## config.mk

```make
export PLATFORM = sky130hd
export DESIGN_NAME = acumulador_pontos
export DESIGN_NICKNAME = d
export VERILOG_FILES = /design/src/rtl/pontos_pkg.sv /design/src/rtl/tabela_pontos.sv /design/src/rtl/acumulador_pontos.sv
export SDC_FILE = /design/constraint.sdc
export NUM_CORES = 1
export LEC_CHECK = 0
export CAP_MARGIN = 10
export CORE_ASPECT_RATIO = 1.75
export CORE_MARGIN = 8
export CORE_UTILIZATION = 45
export DETAILED_ROUTE_END_ITERATION = 10
export PLACE_DENSITY = 0.73
export SLEW_MARGIN = 20
export SYNTH_ARGS = -nofsm -noshare
export SYNTH_HDL_FRONTEND = slang
export SYNTH_SLANG_ARGS = --single-unit
```

## constraint.sdc

```tcl
create_clock -name clock -period 8.23 [get_ports clock]
set_input_delay 1.2345 -clock clock [delete_from_list [all_inputs] [get_ports clock]]
set_output_delay 1.2345 -clock clock [all_outputs]
set_load 0.1 [all_outputs]
```

## src/rtl/pontos_pkg.sv

```systemverilog
// Shared types and helpers for the Simon-style score engine.
// Holds the request FSM encoding and a saturating add used on the score path.
package pontos_pkg;

    typedef enum logic [1:0] {
        OCIOSO = 2'd0,
        BUSCA  = 2'd1,
        SOMA   = 2'd2,
        FIM    = 2'd3
    } estado_t;

    // Operands are zero-extended to 32 bits by the caller; returns min(a+b, lim).
    function automatic logic [31:0] soma_sat(input logic [31:0] a,
                                             input logic [31:0] b,
                                             input logic [31:0] lim);
        logic [32:0] s;
        s = {1'b0, a} + {1'b0, b};
        if (s > {1'b0, lim})
            return lim;
        return s[31:0];
    endfunction

endpackage

```

## src/rtl/tabela_pontos.sv

```systemverilog
// Purpose: base points per round (round 0 -> 1, capped at BASE_MAX).
// Latency: combinational, zero cycles.
// Backpressure: none, pure lookup.
module tabela_pontos #(
    parameter int W_RODADA = 4,
    parameter int W_PONTOS = 8,
    parameter int BASE_MAX = 9
) (
    input  logic [W_RODADA-1:0] rodada,
    output logic [W_PONTOS-1:0] base
);

    always_comb begin
        base = W_PONTOS'(rodada);
        if (rodada == '0)
            base = W_PONTOS'(1);
        else if (32'(rodada) > 32'(BASE_MAX))
            base = W_PONTOS'(BASE_MAX);
    end

endmodule

```

## src/rtl/acumulador_pontos.sv

```systemverilog
// Purpose: per-player score accumulator with error penalty and perfect-round streak bonus.
// Latency: accept edge k -> done pulse in cycle k+3; one request in flight at a time.
// Backpressure: calc_ready low outside OCIOSO and while limpar is asserted.
module acumulador_pontos
    import pontos_pkg::*;
#(
    parameter int N_JOGADORES = 2,
    parameter int W_PONTOS    = 8,
    parameter int W_RODADA    = 4,
    parameter int W_ERROS     = 8,
    parameter int BASE_MAX    = 9,
    parameter int MAX_SEQ     = 3,
    localparam int W_JOG      = (N_JOGADORES > 1) ? $clog2(N_JOGADORES) : 1
) (
    input  logic                clock,
    input  logic                reset,
    input  logic                limpar,
    input  logic                calc_valid,
    output logic                calc_ready,
    input  logic [W_JOG-1:0]    jogador,
    input  logic [W_RODADA-1:0] rodada,
    input  logic [W_ERROS-1:0]  erros,
    output logic                done,
    output logic [W_PONTOS-1:0] pontos_rodada,
    output logic [W_PONTOS-1:0] pontos_out,
    output logic                saturou,
    input  logic [W_JOG-1:0]    sel_leitura,
    output logic [W_PONTOS-1:0] pontos_leitura
);

    localparam int W_SEQ = (MAX_SEQ > 0) ? $clog2(MAX_SEQ + 1) : 1;
    localparam int W_EXT = W_PONTOS + 2;
    localparam logic [W_PONTOS-1:0] PONTOS_MAX = '1;

    estado_t estado_q, estado_d;

    logic [W_JOG-1:0]    jog_q;
    logic [W_RODADA-1:0] rod_q;
    logic [W_ERROS-1:0]  err_q;
    logic [W_PONTOS-1:0] base, base_q;

    logic [W_PONTOS-1:0] placar [N_JOGADORES];
    logic [W_SEQ-1:0]    seq    [N_JOGADORES];

    logic                aceita;
    logic                jog_ok;
    logic [W_JOG-1:0]    jog_idx;
    logic [W_PONTOS-1:0] placar_atual;
    logic [W_SEQ-1:0]    seq_atual;
    logic [W_SEQ-1:0]    seq_prox;
    logic [W_PONTOS-1:0] delta;
    logic [W_EXT-1:0]    pts_ext;
    logic [W_EXT-1:0]    total_ext;
    logic                sat;
    logic [W_PONTOS-1:0] novo_placar;
    logic [W_PONTOS-1:0] novo_pts;

    tabela_pontos #(
        .W_RODADA (W_RODADA),
        .W_PONTOS (W_PONTOS),
        .BASE_MAX (BASE_MAX)
    ) u_tabela (
        .rodada (rod_q),
        .base   (base)
    );

    assign calc_ready = (estado_q == OCIOSO) && !limpar;
    assign aceita     = calc_valid && calc_ready;

    always_ff @(posedge clock or negedge reset) begin
        if (!reset)
            estado_q <= OCIOSO;
        else
            estado_q <= estado_d;
    end

    always_comb begin
        estado_d = estado_q;
        case (estado_q)
            OCIOSO:  if (aceita) estado_d = BUSCA;
            BUSCA:   estado_d = SOMA;
            SOMA:    estado_d = FIM;
            FIM:     estado_d = OCIOSO;
            default: estado_d = OCIOSO;
        endcase
        if (limpar)
            estado_d = OCIOSO;
    end

    // Out-of-range players are steered to index 0 for the reads; writes are gated by jog_ok.
    assign jog_ok       = 32'(jog_q) < 32'(N_JOGADORES);
    assign jog_idx      = jog_ok ? jog_q : '0;
    assign placar_atual = placar[jog_idx];
    assign seq_atual    = seq[jog_idx];

    always_comb begin
        delta = '0;
        if (32'(base_q) > 32'(err_q))
            delta = base_q - W_PONTOS'(err_q);

        seq_prox = '0;
        if (err_q == '0) begin
            if (32'(seq_atual) >= 32'(MAX_SEQ))
                seq_prox = W_SEQ'(MAX_SEQ);
            else
                seq_prox = seq_atual + 1'b1;
        end

        // Bonus equals the updated streak, which is already zero on imperfect rounds.
        pts_ext     = W_EXT'(delta) + W_EXT'(seq_prox);
        total_ext   = W_EXT'(placar_atual) + pts_ext;
        sat         = total_ext > W_EXT'(PONTOS_MAX);
        novo_placar = W_PONTOS'(soma_sat(32'(placar_atual), 32'(pts_ext), 32'(PONTOS_MAX)));
        novo_pts    = W_PONTOS'(soma_sat(32'(pts_ext), 32'd0, 32'(PONTOS_MAX)));
    end

    always_ff @(posedge clock or negedge reset) begin
        if (!reset) begin
            jog_q         <= '0;
            rod_q         <= '0;
            err_q         <= '0;
            base_q        <= '0;
            done          <= 1'b0;
            saturou       <= 1'b0;
            pontos_rodada <= '0;
            pontos_out    <= '0;
            for (int i = 0; i < N_JOGADORES; i++) begin
                placar[i] <= '0;
                seq[i]    <= '0;
            end
        end else if (limpar) begin
            done          <= 1'b0;
            saturou       <= 1'b0;
            pontos_rodada <= '0;
            pontos_out    <= '0;
            for (int i = 0; i < N_JOGADORES; i++) begin
                placar[i] <= '0;
                seq[i]    <= '0;
            end
        end else begin
            done <= (estado_q == SOMA);
            if (aceita) begin
                jog_q <= jogador;
                rod_q <= rodada;
                err_q <= erros;
            end
            if (estado_q == BUSCA)
                base_q <= base;
            if (estado_q == SOMA) begin
                if (jog_ok) begin
                    placar[jog_idx] <= novo_placar;
                    seq[jog_idx]    <= seq_prox;
                    pontos_rodada   <= novo_pts;
                    pontos_out      <= novo_placar;
                    saturou         <= sat;
                end else begin
                    pontos_rodada <= '0;
                    pontos_out    <= '0;
                    saturou       <= 1'b0;
                end
            end
        end
    end

    always_comb begin
        pontos_leitura = '0;
        if (32'(sel_leitura) < 32'(N_JOGADORES))
            pontos_leitura = placar[sel_leitura];
    end

endmodule

```

==> impl_metrics.tcl, run 1 <==
set metrics [dict create \
    clk_path_buf_depth 2 \
    synth_area_leader_cell "dfrtp_1" \
    cts_buffers 9 \
    route.detailed.drc 0 \
    fin_tns_setup_ns 0 \
    dp_hpwl_microns 6050 \
    maxSlewHeadroom_pct 34.0 \
    die_w_microns 81.1 \
    seq_area_frac_synth_pct 42.8 \
    ys_ff_latch 57 \
    row_count 41 \
    groute.usage.overall_pct 16.8 \
    yosysWarnings 0 \
    synth_top_area_share_pct 42.8 \
    fill_cells 634 \
    htreeDepth 3 \
    synth_top_flop_cell "dfrtp_1" \
    port_buffers 44 \
    synthDistinctLibCells 53 \
    die_area_sq_um 10500 \
    setup_viol 0 \
    endpoint_kind "register" \
    boundaryPins 45 \
    finalNetCount 401 \
    crit_type "reg -> reg" \
    crit_slowest_cell "a31oi_2" \
    grt_pass1_vias 2792 \
    clkLatencyLatePin_ns 0.33 \
    fin_crit_sh_pct 58.0 \
    overflow 0 \
    cts_root_buf "clkbuf_16" \
    dr.pass1.iters 5 \
    cts_resized 0 \
    crit_fanout 19 \
    dpl_cell_area_sq_um 3840 \
    vias 2606 \
    clock.fmax_mhz 210 \
    r2r_slack_ns 3.46 \
    wl_per_cell_microns 17.5 \
    die_h_microns 130 \
    post_cts_buffers 0 \
    path_cells "ha_1 > fa_1 > nand2b_1 > a21oi_1 > nand2_4 > nor2_1 > ha_1 > a21oi_1 > nor2_1 > xnor3_1 > nor2_1 > ha_1 > a211oi_1 > o21ai_0 > a31oi_2 > a311oi_1" \
    netlist_top_cells_count "dfrtp_1 (57), nor2_1 (39), mux2_2 (30)" \
    crit_buf_inv 0 \
    final_area_sq_um 4170 \
    grt_first_pass_wirelength_microns 13400 \
    synth-edff-count 0 \
    status "finished clean" \
    hold_class "reg -> reg" \
    slew_violations 0 \
    crit_arrival_ns 4.91 \
    avgSynthCellArea_sq_um 10.4 \
    cp_data_required_time_ns 8.37 \
    critPathTopFamily "compound AO/OA/AOI/OAI gates" \
    vias_per_cell 5.74 \
    drt_iter0_drc 196 \
    synthTopCellsByArea "dfrtp_1 (43%), mux2_2 (10%), ha_1 (6.4%)" \
    tritoncts "yes" \
    slowest_delay_ns 0.77 \
    rsz0062_at_grt "no" \
    powerDensity_nw_per_um2 377 \
    startpoint_type "register" \
    antenna_found_initial 0 \
    drt.antenna.violating_nets 0 \
    clk_pin_slew_ns 0.05 \
    ir_drop_mv 0.217 \
    hold_viol 0 \
    grt_max_degree 58 \
    num_antenna_cells 0 \
    wl_microns 7950 \
    synth_most_common_cell "dfrtp_1" \
    synth_fp_nets 358 \
    p_leak_nw 1.85 \
    netlist_area_sq_um 3330 \
    post-route-min-period_ns 4.77 \
    ctsHoldBuffers 0 \
    core_area_sq_um 7180 \
    gp_congestion 0.919 \
    tightest_slew_ns 0.987 \
    fin_skew_ns 0.00558 \
    maxCapViolations 0 \
    drive_gt1_share_pct 15.8 \
    cts.sinks 57 \
    start_util_pct 46.4 \
    synth_cells 320 \
    syn_to_final_growth_pct 25.0 \
    async_flop_share_pct 100 \
]
==> stage by stage <==
| stage | power (mW) | hold WS [ns] | utilization, % | std cells | worst slack (ns) |
|---|---|---|---|---|---|
| final | 1.57 | 0.489 | 58.0 | 454 | 3.46 |
| after CTS | 1.58 | 0.488 | 58.0 | 454 | 3.52 |
| after detailed placement | 1.17 | 0.477 | 53.5 | 438 | 3.57 |
| after floorplan | 1.01 | 0.454 | - | 320 | 4.15 |
| after global routing | 1.66 | 0.521 | 58.0 | 454 | 3.18 |
| after global placement | 1.15 | 0.467 | 53.5 | 438 | 3.62 |
==> cell usage in the layout, fill, tap and decap left out, types with 5 or more instances in the layout <==
cell type	n
inv_1	13
clkbuf_16	9
a21o_1	5
nand2_1	22
o21ai_0	10
nor2_1	39
nand2b_1	6
nor3_1	8
a311oi_1	18
a21oi_1	10
mux2_2	30
xnor2_1	5
ha_1	17
mux2i_1	7
clkdlybuf4s50_1	43
dfrtp_1	57
==> state kept, by name, indices dropped and copies added, names as in the netlist, 2 cells and up <==
signal,flops
placar,16
err_q,8
pontos_out,8
pontos_rodada,8
base_q,4
rod_q,4
seq,4
estado_q,2
==> tightest hold or removal path, cell delays in order, from the launching register on <==
cell,delay (ns)
dfrtp_1,0.34
nand2_1,0.07
o41ai_2,0.05
==> metal layers <==
layer / wire length, microns / global-route usage, % / vias to the layer above / part of all wire, %
li1: - / - / 1257 / -
met1: 2830 / 16.2 / 1257 / 36
met2: 4420 / 30.2 / 71 / 56
met3: 387 / 4.61 / 21 / 4.9
met4: 322 / 10.8 / 0 / 4.0
met5: 0 / 0 / - / 0
==> kinds of logic after synthesis <==
family	count (synthesis)	share of synthesized area [%]
buf+inv	28	3.19
other cells	1	0.112
simple gates	100	14.7
xor+xnor	9	2.78
mux	37	12.2
flops	57	42.8
fa+ha+maj	20	8.18
compound gates	68	16.1
==> area by class of cell <==
type | count | area (sq um) | area share, %
Clock buffer | 14 | 264 | 6.33
Clock inverter | 2 | 60.1 | 1.44
Inverter | 13 | 48.8 | 1.17
Multi-Input combinational cell | 235 | 1800 | 43.3
Sequential cell | 57 | 1430 | 34.2
Tap cell | 86 | 108 | 2.58
Timing Repair Buffer | 47 | 458 | 11.0
==> final timing paths <==
check,cells after the start,startpoint,to
min,2,pontos_rodada[4]$_DFFE_PN0P_,pontos_rodada[4]$_DFFE_PN0P_
min reg2reg,2,pontos_rodada[4]$_DFFE_PN0P_,pontos_rodada[4]$_DFFE_PN0P_
max reg2reg,16,err_q[0]$_DFFE_PN0P_,placar[11]$_DFFE_PN0P_
min in group asynchronous,2,reset,pontos_out[3]$_DFFE_PN0P_
max in group asynchronous,2,reset,err_q[2]$_DFFE_PN0P_
max,16,err_q[0]$_DFFE_PN0P_,placar[11]$_DFFE_PN0P_
==> power breakdown <==
| group | total, mW | internal, mW | switching [mW] |
|---|---|---|---|
| combinational | 0.741 | 0.266 | 0.474 |
| sequential | 0.427 | 0.358 | 0.0689 |
| clock | 0.402 | 0.281 | 0.121 |
| total | 1.57 | 0.906 | 0.664 |
(Power assumes the default switching activity.)
==> inputs of run 2 (changes only) <==
--- a/config.mk
+++ b/config.mk
@@ -10,7 +10,7 @@
 export CORE_MARGIN = 8
 export CORE_UTILIZATION = 45
 export DETAILED_ROUTE_END_ITERATION = 10
-export PLACE_DENSITY = 0.73
+export PLACE_DENSITY = 0.76
 export SLEW_MARGIN = 20
 export SYNTH_ARGS = -nofsm -noshare
 export SYNTH_HDL_FRONTEND = slang
==> constraint.sdc (replaced) <==
create_clock -name clock -period 3.9 [get_ports clock]
set_input_delay 0.585 -clock clock [delete_from_list [all_inputs] [get_ports clock]]
set_output_delay 0.585 -clock clock [all_outputs]
set_load 0.1 [all_outputs]
==> impl_metrics.tcl, run 2 (synthesized netlist as in run 1, its figures left out) <==
set metrics [dict create \
    grt_max_degree 36 \
    htreeDepth 3 \
    status "finished clean" \
    crit_type "reg -> reg" \
    whs_ns 0.271 \
    maxSlewHeadroom_pct 32.8 \
    fin_skew_ns 0.0101 \
    setup_viol 0 \
    row_count 41 \
    boundaryPins 45 \
    drt.antenna.violating_nets 0 \
    die_w_microns 81.1 \
    drive_gt1_share_pct 25.5 \
    final_common_cell "dfrtp_1" \
    crit_arrival_ns 4.01 \
    wl_microns 8270 \
    grt_pass1_vias 2954 \
    die_h_microns 130 \
    ctsHoldBuffers 0 \
    clock.fmax_mhz 264 \
    port_buffers 44 \
    antenna_found_initial 0 \
    hold_viol 0 \
    cts.sinks 57 \
    fin_crit_sh_pct 97.1 \
    core_area_sq_um 7180 \
    tightest_slew_ns 1.00 \
    maxCapViolations 0 \
    crit_fanout 4 \
    grt_first_pass_wirelength_microns 13800 \
    final_cell_mix "dfrtp_1 (57), nor2_1 (38), clkdlybuf4s50_1 (34), mux2_2 (30), buf_4 (24)" \
    cts_root_buf "clkbuf_16" \
    fin_tns_setup_ns 0 \
    vias_per_cell 5.81 \
    ir_drop_mv 0.456 \
    num_antenna_cells 0 \
    slew_violations 0 \
    gp_congestion 0.975 \
    clkLatencyLatePin_ns 0.33 \
    endpoint_kind "register" \
    final_core_util_pct 60.4 \
    hold_class "in -> async" \
    finalNetCount 414 \
    top_register "placar" \
    tritoncts "yes" \
    clk_path_buf_depth 2 \
    dr.pass1.iters 4 \
    place_ws_ns -0.0311 \
    clk_pin_slew_ns 0.05 \
    overflow 0 \
    groute.usage.overall_pct 17.0 \
    startpoint_type "register" \
    syn_to_final_growth_pct 30.1 \
    largest_register_ffs 16 \
    cts_buffers 9 \
    start_util_pct 46.4 \
    dp_hpwl_microns 6180 \
    vias 2713 \
    drt_iter0_drc 257 \
    post-route-min-period_ns 3.79 \
    die_area_sq_um 10500 \
    p_leak_nw 1.92 \
    powerDensity_nw_per_um2 786 \
    fin_ws_ns 0.114 \
    cp_data_required_time_ns 4.13 \
    route.detailed.drc 0 \
    wl_per_cell_microns 17.7 \
]
run 2: area by class of cell:
cell class | count | area (sq um)
Clock buffer | 11 | 233
Clock inverter | 5 | 80.1
Fill cell | 604 | 2840
Inverter | 13 | 48.8
Multi-Input combinational cell | 235 | 1900
Sequential cell | 57 | 1430
Tap cell | 86 | 108
Timing Repair Buffer | 60 | 546
run 2: worst paths after layout:
path                                  startpoint                endpoint  slack (ns)  cells after the start
min reg2reg                base_q[2]$_DFFE_PN0P_   base_q[2]$_DFFE_PN0P_        0.49                      2
min                                        reset   placar[2]$_DFFE_PN0P_        0.27                      1
min in group clock         base_q[2]$_DFFE_PN0P_   base_q[2]$_DFFE_PN0P_        0.49                      2
max                         err_q[4]$_DFFE_PN0P_  placar[15]$_DFFE_PN0P_        0.11                     12
max reg2reg                 err_q[4]$_DFFE_PN0P_  placar[15]$_DFFE_PN0P_        0.11                     12
max in group asynchronous                  reset     saturou$_DFFE_PN0P_        2.79                      2
run 2: stage by stage:
step                area, sq um  total power, mW  cells
global placement           3930             2.51    450
floorplan                  3350             2.15    320
CTS                        4260             3.39    466
global route               4340             3.60    467
detailed placement         3930             2.55    450
finish                     4340             3.41    467
run 2: timing repair:
item / CTS / global route
endpoints found under the setup margin: 5 / 25
gates resized for setup: 4 / 17
pin swaps: 0 / 4
buffers inserted: 0 / 1
cloned: 0 / 0
run 2: power by group:
part	total, mW	switching (mW)	internal (mW)	leakage [nW]
clock network	0.822	0.265	0.557	0.146
logic	1.71	1.09	0.626	1.02
registers	0.876	0.119	0.756	0.753
total	3.41	1.47	1.94	1.92
run 2: critical path: stages, from the launching register on:
cell and delay, ns:
dfrtp_1 0.40, or4_4 0.60, nor4_1 0.35, buf_4 0.19, ha_2 0.21, fa_2 0.48
buf_4 0.16, ha_1 0.30, a21o_1 0.20, a22oi_2 0.21, o311ai_2 0.15, buf_4 0.17
o32ai_1 0.27
run 2: metal layers:
layer	global-route usage, %	wire length, microns	vias to the layer above
li1	-	-	1282
met1	16.0	2880	1329
met2	31.8	4660	79
met3	4.75	434	23
met4	8.57	300	0
met5	0	0	-
